<file path="src/rtl/redun_mont_pkg.sv">
`default_nettype none
// ============================================================================
//  Module      : redun_mont_pkg
//  Description : Shared types and constants for the redundant-form Montgomery
//                squaring core and its run sequencer.
//  Revision    : 1.0  initial release
// ============================================================================
package redun_mont_pkg;

   // Redundant-form operand: NUM_WRDS words, each WRD_BITS plus one carry bit
   localparam int WRD_BITS = 16;
   localparam int NUM_WRDS = 4;
   typedef logic [NUM_WRDS-1:0][WRD_BITS:0] redun0_t;

   // Default iteration-count width
   localparam int DEF_ITER_BITS = 64;
   typedef logic [DEF_ITER_BITS-1:0] iter_t;

   // Default core-stop reset length and checkpoint period
   localparam int DEF_CORE_RST_CYC = 4;
   localparam int DEF_CKPT_LOG2    = 20;

   // Sequencer states, explicit 3-bit encoding
   typedef enum logic [2:0] {
      IDLE   = 3'd0,
      LAUNCH = 3'd1,
      RUN    = 3'd2,
      STOP   = 3'd3,
      DONE   = 3'd4
   } seq_state_t;

endpackage
`default_nettype wire

</file>
<file path="src/rtl/redun_mont_seq_ctrl_if.sv">
`default_nettype none
// ============================================================================
//  Module      : redun_mont_seq_ctrl_if
//  Description : Host-side request/result bundle of the Montgomery squaring
//                sequencer. master = host, slave = sequencer.
//  Revision    : 1.0  initial release
// ============================================================================
interface redun_mont_seq_ctrl_if
   import redun_mont_pkg::*;
#(
   parameter int ITER_BITS = DEF_ITER_BITS
);
   logic                 i_start;
   redun0_t              i_sq;
   logic [ITER_BITS-1:0] i_iters;
   logic                 i_abort;
   logic                 i_ack;
   logic                 o_busy;
   logic                 o_done;
   logic                 o_err;
   redun0_t              o_result;

   modport master (
      output i_start, i_sq, i_iters, i_abort, i_ack,
      input  o_busy, o_done, o_err, o_result
   );

   modport slave (
      input  i_start, i_sq, i_iters, i_abort, i_ack,
      output o_busy, o_done, o_err, o_result
   );
endinterface
`default_nettype wire

</file>
<file path="src/rtl/redun_mont_seq_ctrl.sv">
`default_nettype none
// ============================================================================
//  Module      : redun_mont_seq_ctrl
//  Description : Run sequencer for the redundant-form Montgomery squaring
//                core. Launches the core once, counts T squaring pulses,
//                captures the T-th result, stops the core by holding its
//                reset, and hands the result to the host via done/ack.
//                Optional checkpoint outputs: REDUN_MONT_CKPT_EN.
//  Revision    : 1.0  initial release
// ============================================================================
module redun_mont_seq_ctrl
   import redun_mont_pkg::*;
#(
   parameter int ITER_BITS    = DEF_ITER_BITS,
   parameter int CORE_RST_CYC = DEF_CORE_RST_CYC
`ifdef REDUN_MONT_CKPT_EN
   ,
   parameter int CKPT_LOG2    = DEF_CKPT_LOG2
`endif
)(
   input  wire logic                 i_clk,
   input  wire logic                 i_rst,
   redun_mont_seq_ctrl_if.slave      host,
   output      logic                 o_core_rst,
   output      redun0_t              o_core_sq,
   output      logic                 o_core_val,
   input  wire redun0_t              i_core_mul,
   input  wire logic                 i_core_val,
   input  wire logic                 i_core_ovf
`ifdef REDUN_MONT_CKPT_EN
   ,
   output      logic                 o_ckpt_val,
   output      redun0_t              o_ckpt
`endif
);

   // Stop counter wide enough to hold CORE_RST_CYC-1
   localparam int C_STOP_W = (CORE_RST_CYC > 1) ? $clog2(CORE_RST_CYC) : 1;

   seq_state_t           r_state;
   seq_state_t           w_state_nxt;
   logic [ITER_BITS-1:0] r_cnt;
   logic [ITER_BITS-1:0] r_iters;
   logic [C_STOP_W-1:0]  r_stop_cnt;
   logic                 r_abort;
   logic                 r_err;
   redun0_t              r_result;
   redun0_t              r_core_sq;

   logic                 w_last;
   logic                 w_stop_end;
   logic                 w_busy;
   logic                 w_done;
   logic                 w_core_val;
   logic                 w_stopping;

   // Final squaring pulse: cnt has reached T-1 (T>0 guaranteed once running)
   assign w_last     = i_core_val && (r_cnt == (r_iters - ITER_BITS'(1)));
   assign w_stop_end = (r_stop_cnt == C_STOP_W'(CORE_RST_CYC - 1));

   // State register
   always_ff @(posedge i_clk) begin
      if (i_rst) r_state <= IDLE;
      else       r_state <= w_state_nxt;
   end

   // Next-state logic; abort has priority over the final result pulse
   always_comb begin
      w_state_nxt = r_state;
      case (r_state)
         IDLE:    if (host.i_start)
                     w_state_nxt = (host.i_iters == '0) ? DONE : LAUNCH;
         LAUNCH:  w_state_nxt = host.i_abort ? STOP : RUN;
         RUN:     if (host.i_abort || w_last) w_state_nxt = STOP;
         STOP:    if (w_stop_end) w_state_nxt = r_abort ? IDLE : DONE;
         DONE:    if (host.i_ack) w_state_nxt = IDLE;
         default: w_state_nxt = IDLE;
      endcase
   end

   // State-decoded outputs
   always_comb begin
      w_busy     = 1'b0;
      w_done     = 1'b0;
      w_core_val = 1'b0;
      w_stopping = 1'b0;
      case (r_state)
         LAUNCH:  begin w_busy = 1'b1; w_core_val = 1'b1; end
         RUN:     w_busy = 1'b1;
         STOP:    begin w_busy = 1'b1; w_stopping = 1'b1; end
         DONE:    w_done = 1'b1;
         default: ;
      endcase
   end

   // Run datapath: request latch, squaring counter, sticky error, result
   always_ff @(posedge i_clk) begin
      if (i_rst) begin
         r_cnt      <= '0;
         r_iters    <= '0;
         r_stop_cnt <= '0;
         r_abort    <= 1'b0;
         r_err      <= 1'b0;
         r_result   <= '0;
         r_core_sq  <= '0;
      end else begin
         case (r_state)
            IDLE: begin
               if (host.i_start) begin
                  r_core_sq  <= host.i_sq;
                  r_iters    <= host.i_iters;
                  r_cnt      <= '0;
                  r_err      <= 1'b0;
                  r_abort    <= 1'b0;
                  r_stop_cnt <= '0;
                  if (host.i_iters == '0) r_result <= host.i_sq;
               end
            end
            LAUNCH: begin
               if (i_core_ovf)   r_err   <= 1'b1;
               if (host.i_abort) r_abort <= 1'b1;
            end
            RUN: begin
               if (i_core_ovf) r_err <= 1'b1;
               if (host.i_abort) begin
                  r_abort <= 1'b1;
               end else if (i_core_val) begin
                  r_cnt <= r_cnt + ITER_BITS'(1);
                  if (w_last) r_result <= i_core_mul;
               end
            end
            STOP: begin
               if (w_stop_end) r_stop_cnt <= '0;
               else            r_stop_cnt <= r_stop_cnt + C_STOP_W'(1);
            end
            default: ;
         endcase
      end
   end

`ifdef REDUN_MONT_CKPT_EN
   logic [CKPT_LOG2-1:0] w_ckpt_phase;
   logic                 w_ckpt_hit;

   assign w_ckpt_phase = r_cnt[CKPT_LOG2-1:0] + CKPT_LOG2'(1);
   assign w_ckpt_hit   = (r_state == RUN) && i_core_val && (w_ckpt_phase == '0);

   // Checkpoint capture on every 2^CKPT_LOG2-th squaring
   always_ff @(posedge i_clk) begin
      if (i_rst) begin
         o_ckpt_val <= 1'b0;
         o_ckpt     <= '0;
      end else begin
         o_ckpt_val <= w_ckpt_hit;
         if (w_ckpt_hit) o_ckpt <= i_core_mul;
      end
   end
`endif

   assign host.o_busy   = w_busy;
   assign host.o_done   = w_done;
   assign host.o_err    = r_err;
   assign host.o_result = r_result;
   assign o_core_rst    = i_rst | w_stopping;
   assign o_core_sq     = r_core_sq;
   assign o_core_val    = w_core_val;

endmodule
`default_nettype wire

</file>
<file path="src/flat_wrapper.sv">
// flat-port wrapper written by rule: the top's interface ports become plain ports
module redun_mont_seq_ctrl_flat import redun_mont_pkg::*;
#(
   parameter int ITER_BITS    = DEF_ITER_BITS,
   parameter int CORE_RST_CYC = DEF_CORE_RST_CYC

)
  (i_clk, i_rst, o_core_rst, o_core_sq, o_core_val, i_core_mul, i_core_val, i_core_ovf, host_i_start, host_i_sq, host_i_iters, host_i_abort, host_i_ack, host_o_busy, host_o_done, host_o_err, host_o_result);
  redun_mont_seq_ctrl_if #(.ITER_BITS(ITER_BITS)) host_i ();
  input  wire logic i_clk;
  input  wire logic i_rst;
  output      logic o_core_rst;
  output      redun0_t o_core_sq;
  output      logic o_core_val;
  input  wire redun0_t i_core_mul;
  input  wire logic i_core_val;
  input  wire logic i_core_ovf;
  input wire logic [$bits(host_i.i_start)-1:0] host_i_start;
  input wire logic [$bits(host_i.i_sq)-1:0] host_i_sq;
  input wire logic [$bits(host_i.i_iters)-1:0] host_i_iters;
  input wire logic [$bits(host_i.i_abort)-1:0] host_i_abort;
  input wire logic [$bits(host_i.i_ack)-1:0] host_i_ack;
  output wire logic [$bits(host_i.o_busy)-1:0] host_o_busy;
  output wire logic [$bits(host_i.o_done)-1:0] host_o_done;
  output wire logic [$bits(host_i.o_err)-1:0] host_o_err;
  output wire logic [$bits(host_i.o_result)-1:0] host_o_result;
  assign host_i.i_start = host_i_start;
  assign host_i.i_sq = host_i_sq;
  assign host_i.i_iters = host_i_iters;
  assign host_i.i_abort = host_i_abort;
  assign host_i.i_ack = host_i_ack;
  assign host_o_busy = host_i.o_busy;
  assign host_o_done = host_i.o_done;
  assign host_o_err = host_i.o_err;
  assign host_o_result = host_i.o_result;
  redun_mont_seq_ctrl #(.ITER_BITS(ITER_BITS), .CORE_RST_CYC(CORE_RST_CYC)) u_core (.i_clk(i_clk), .i_rst(i_rst), .host(host_i), .o_core_rst(o_core_rst), .o_core_sq(o_core_sq), .o_core_val(o_core_val), .i_core_mul(i_core_mul), .i_core_val(i_core_val), .i_core_ovf(i_core_ovf));
endmodule
</file>
<file path="config.mk">
export PLATFORM = sky130hd
export DESIGN_NAME = redun_mont_seq_ctrl_flat
export DESIGN_NICKNAME = d
export VERILOG_FILES = /design/src/rtl/redun_mont_pkg.sv /design/src/rtl/redun_mont_seq_ctrl_if.sv /design/src/rtl/redun_mont_seq_ctrl.sv /design/src/flat_wrapper.sv
export SDC_FILE = /design/constraint.sdc
export NUM_CORES = 1
export LEC_CHECK = 0
export CORE_ASPECT_RATIO = 0.9
export CORE_MARGIN = 5
export CORE_UTILIZATION = 45
export DETAILED_ROUTE_END_ITERATION = 10
export GPL_ROUTABILITY_DRIVEN = 0
export PLACE_DENSITY_LB_ADDON = 0.1
export SLEW_MARGIN = 10
export SYNTH_ARGS = -nofsm -noshare
export SYNTH_HDL_FRONTEND = slang
export SYNTH_SLANG_ARGS = --single-unit
</file>
<file path="constraint.sdc">
create_clock -name i_clk -period 3.9 [get_ports i_clk]
set_clock_uncertainty 0.1 [all_clocks]
set_input_delay 0.39 -clock i_clk [delete_from_list [all_inputs] [get_ports i_clk]]
set_output_delay 0.39 -clock i_clk [all_outputs]
set_load 0.03 [all_outputs]
</file>
==> flow_summary.yaml <==
route:
  vias_per_cell: 5.88
  drtIter0Drc: 1204
  num_vias: 15800
  ant_nets: 0
  post-route-drc-count: 0
  routedWlPerCell_microns: 20.3
  first_pass_iters: 6
  drt_wl_total_microns: 54500
timing:
  hold_viol: 0
  max_freq_mhz: 256
  period_share_pct: 100
  setup_violations: 2
  max_slew_margin_pct: 32.8
  tightest_slew_ps: 1010
  slew_viol_final: 0
  timing.hold.ws_ps: 348
  fin_ws_ps: -4.41
  fin_crit_ps: 3900
logic_synthesis:
  yosys_warnings: 0
  synthCells: 1883
  seq_area_frac_synth_pct: 36.8
  netlist_area_sq_um: 14700
  synth.distinct_cells: 67
  synthArstFlopShare_pct: 0
  synth_edf_count: 0
  synth_seq_cells: 271
  synth_area_per_cell_sq_um: 7.82
  syn-num-nets: 2093
  synth_top_flop_cell: "dfxtp_1"
grt:
  grt_max_degree: 143
  first_global_vias: 14800
  antenna_found_initial: 2
  overflow: 0
  top_usage_layer: "met2"
  grt_pass1_wl_microns: 82700
  grt_util_met3_pct: 8.19
  track_usage_pct: 27.6
  grtUsageMet2_pct: 44.5
  met1_usage_pct: 35.4
clock_network:
  cts_made_buffers: 34
  clk_pin_slew_worst_paths_ps: 60
  cts_sinks: 271
  clk_latency_ps: 520
  clockRootBuffer: "clkbuf_16"
  htree_levels: 2
  clock_path_buffers: 3
  cts_tree: "done"
critical_path:
  critPathRequiredTime_ps: 4200
  crit_path_frequent_cell: "nand3_1"
  criticalPathCategory: "reg2reg"
  critPathSlowestCell: "or4_4"
  worstPathCellList: "or4_4 -> buf_4 -> nor2_1 -> nand3_1 -> xnor2_1 -> o2111ai_1 -> a2111oi_1 -> nand4_1 -> nor4b_4 -> buf_6 -> clkbuf_16 -> buf_8 -> or4b_2 -> nand3_1"
  cp_data_arrival_time_ps: 4200
  worst-path-max-fanout: 14
  crit_path_max_incr_delay_ps: 540
  ff2ff_setup_slack_ps: -4
  cp-end-kind: "flip-flop"
  crit_path_start_kind: "flip-flop"
floorplanning:
  chipHeight_microns: 182
  die_w_microns: 201
  initial_core_util_pct: 45.9
  die_area_sq_um: 36500
  ios: 348
  rows: 62
  coreArea_sq_um: 32100
place:
  io_buffers: 347
  place_area_sq_um: 19100
  dp_hpwl_microns: 39500
  pre_cts_ws_ps: -119
  dpl.cell_count: 2613
status:
  violations: "setup timing"
  status: "complete, but fails checks"
final_layout:
  fin_nets: 2457
  area.growth.synth_to_final_pct: 40.3
  fin_cells: 2686
  layout-drive-gt1-share_pct: 12.9
  postLayoutCellArea_sq_um: 20700
  n_fill_cell: 2839
pwr:
  p_leak_nw: 7.92
  pwr_density_cell_nw_per_um2: 536
  irDropWorstVdd_mv: 0.353
worst_hold_path:
  hold_path_class: "in2reg"
job:
  maxCapViolCount: 0
[worst paths after layout]
path | end | cells after the start | start
setup reg to reg | u_core.host.o_result[36] | 14 | u_core.r_iters[11]
setup / recovery | u_core.host.o_result[36] | 14 | u_core.r_iters[11]
hold reg to reg | u_core.o_core_sq[58] | 2 | u_core.o_core_sq[58]
hold / removal | u_core.o_core_sq[5] | 3 | host_i_sq[5]
[Yosys cell counts (all sizes together) (11+ instances only)]
cell	n	area, sq um
nand2	389	1460
dfxtp	271	5430
a21oi	155	776
clkbuf	120	450
nand3	114	571
nor2	106	398
nor3	99	500
xor2	75	657
mux2i	73	731
a32oi	70	613
or4b	70	704
xnor2	62	543
nor4	47	322
nand4	34	213
o21ai	31	159
or3	28	175
buf	17	123
and3	12	75.1
and2	11	68.8
[through the flow]
step	util, %	total power [W]	setup TNS [ps]
after global placement	59.5	0.00759	-102
after floorplan	-	0.00590	0
after global routing	64.4	0.0116	-5200
after detailed placement	59.5	0.00763	-1060
after CTS	63.1	0.0109	0
final	64.4	0.0111	-6.23
[critical path: cells and delay by family (launching register included)]
| family | cells | cell delay [ps] |
|---|---|---|
| compound gates | 2 | 490 |
| buf+inv | 4 | 670 |
| flops | 1 | 330 |
| xor+xnor | 1 | 230 |
| simple gates | 7 | 1940 |
[area by class of cell]
type / count / area (sq um) / share of cell area (%)
Antenna cell: 1 / 2.50 / 0.0121
Clock buffer: 46 / 977 / 4.73
Clock inverter: 12 / 175 / 0.847
Inverter: 10 / 37.5 / 0.182
Multi-Input combinational cell: 1465 / 8940 / 43.3
Sequential cell: 271 / 5430 / 26.3
Tap cell: 416 / 520 / 2.52
Timing Repair Buffer: 465 / 4590 / 22.2
[sequential cells by signal (all words and copies together) (netlist names)]
signal,count
u_core.host.o_err,1
u_core.r_state,3
u_core.r_iters,64
u_core.r_stop_cnt,2
u_core.o_core_sq,68
u_core.host.o_result,68
u_core.r_cnt,64
u_core.r_abort,1
[per-layer routing]
metal  up-vias  routed length [microns]
li1       7517                        -
met1      7504                    22600
met2       659                    25000
met3       107                     4950
met4         2                     1880
met5         -                       13
[cell usage in the layout, fill, tap and decap left out, types with 6 or more instances in the layout]
cell and count:
inv_1 9, buf_4 99, or4_1 6, or3_1 28
and2_1 10, nand2_1 384, a32oi_1 70, clkbuf_16 39
a21oi_1 155, buf_12 9, nor3_1 95, xnor2_1 62
clkdlybuf4s50_1 346, and3_1 12, nor2_1 105, nand3_1 112
o21ai_0 29, nand4_1 34, xor2_1 75, nor4_2 6
mux2i_1 73, clkbuf_8 7, nor4_4 6, nor4_1 35
dfxtp_1 269, or4b_2 68
[logic make-up after synthesis]
family | share of synthesized area, %
xor gates and xnor gates | 8.14
buffers and inverters | 4.14
AOI/OAI and AO/OA | 12.7
muxes | 4.96
DFF | 36.8
adders and majority gates | 0.255
and+or+nand+nor | 33.0
[where the power goes]
group          switching (W)  internal (W)  leakage [nW]  total [W]
registers           0.000299       0.00313          2.21    0.00343
logic                0.00258       0.00180          5.15    0.00438
clock network        0.00125       0.00202         0.558    0.00327
[repair_timing]
item,4_1_cts,5_1_grt
endpoints found under the setup margin,66,69
gates resized for setup,4,43
hold buffers,0,0
gates cloned,0,4
pin swaps,2,21
setup buffers,0,10
Note: power is estimated with default switching activity, not from simulation.
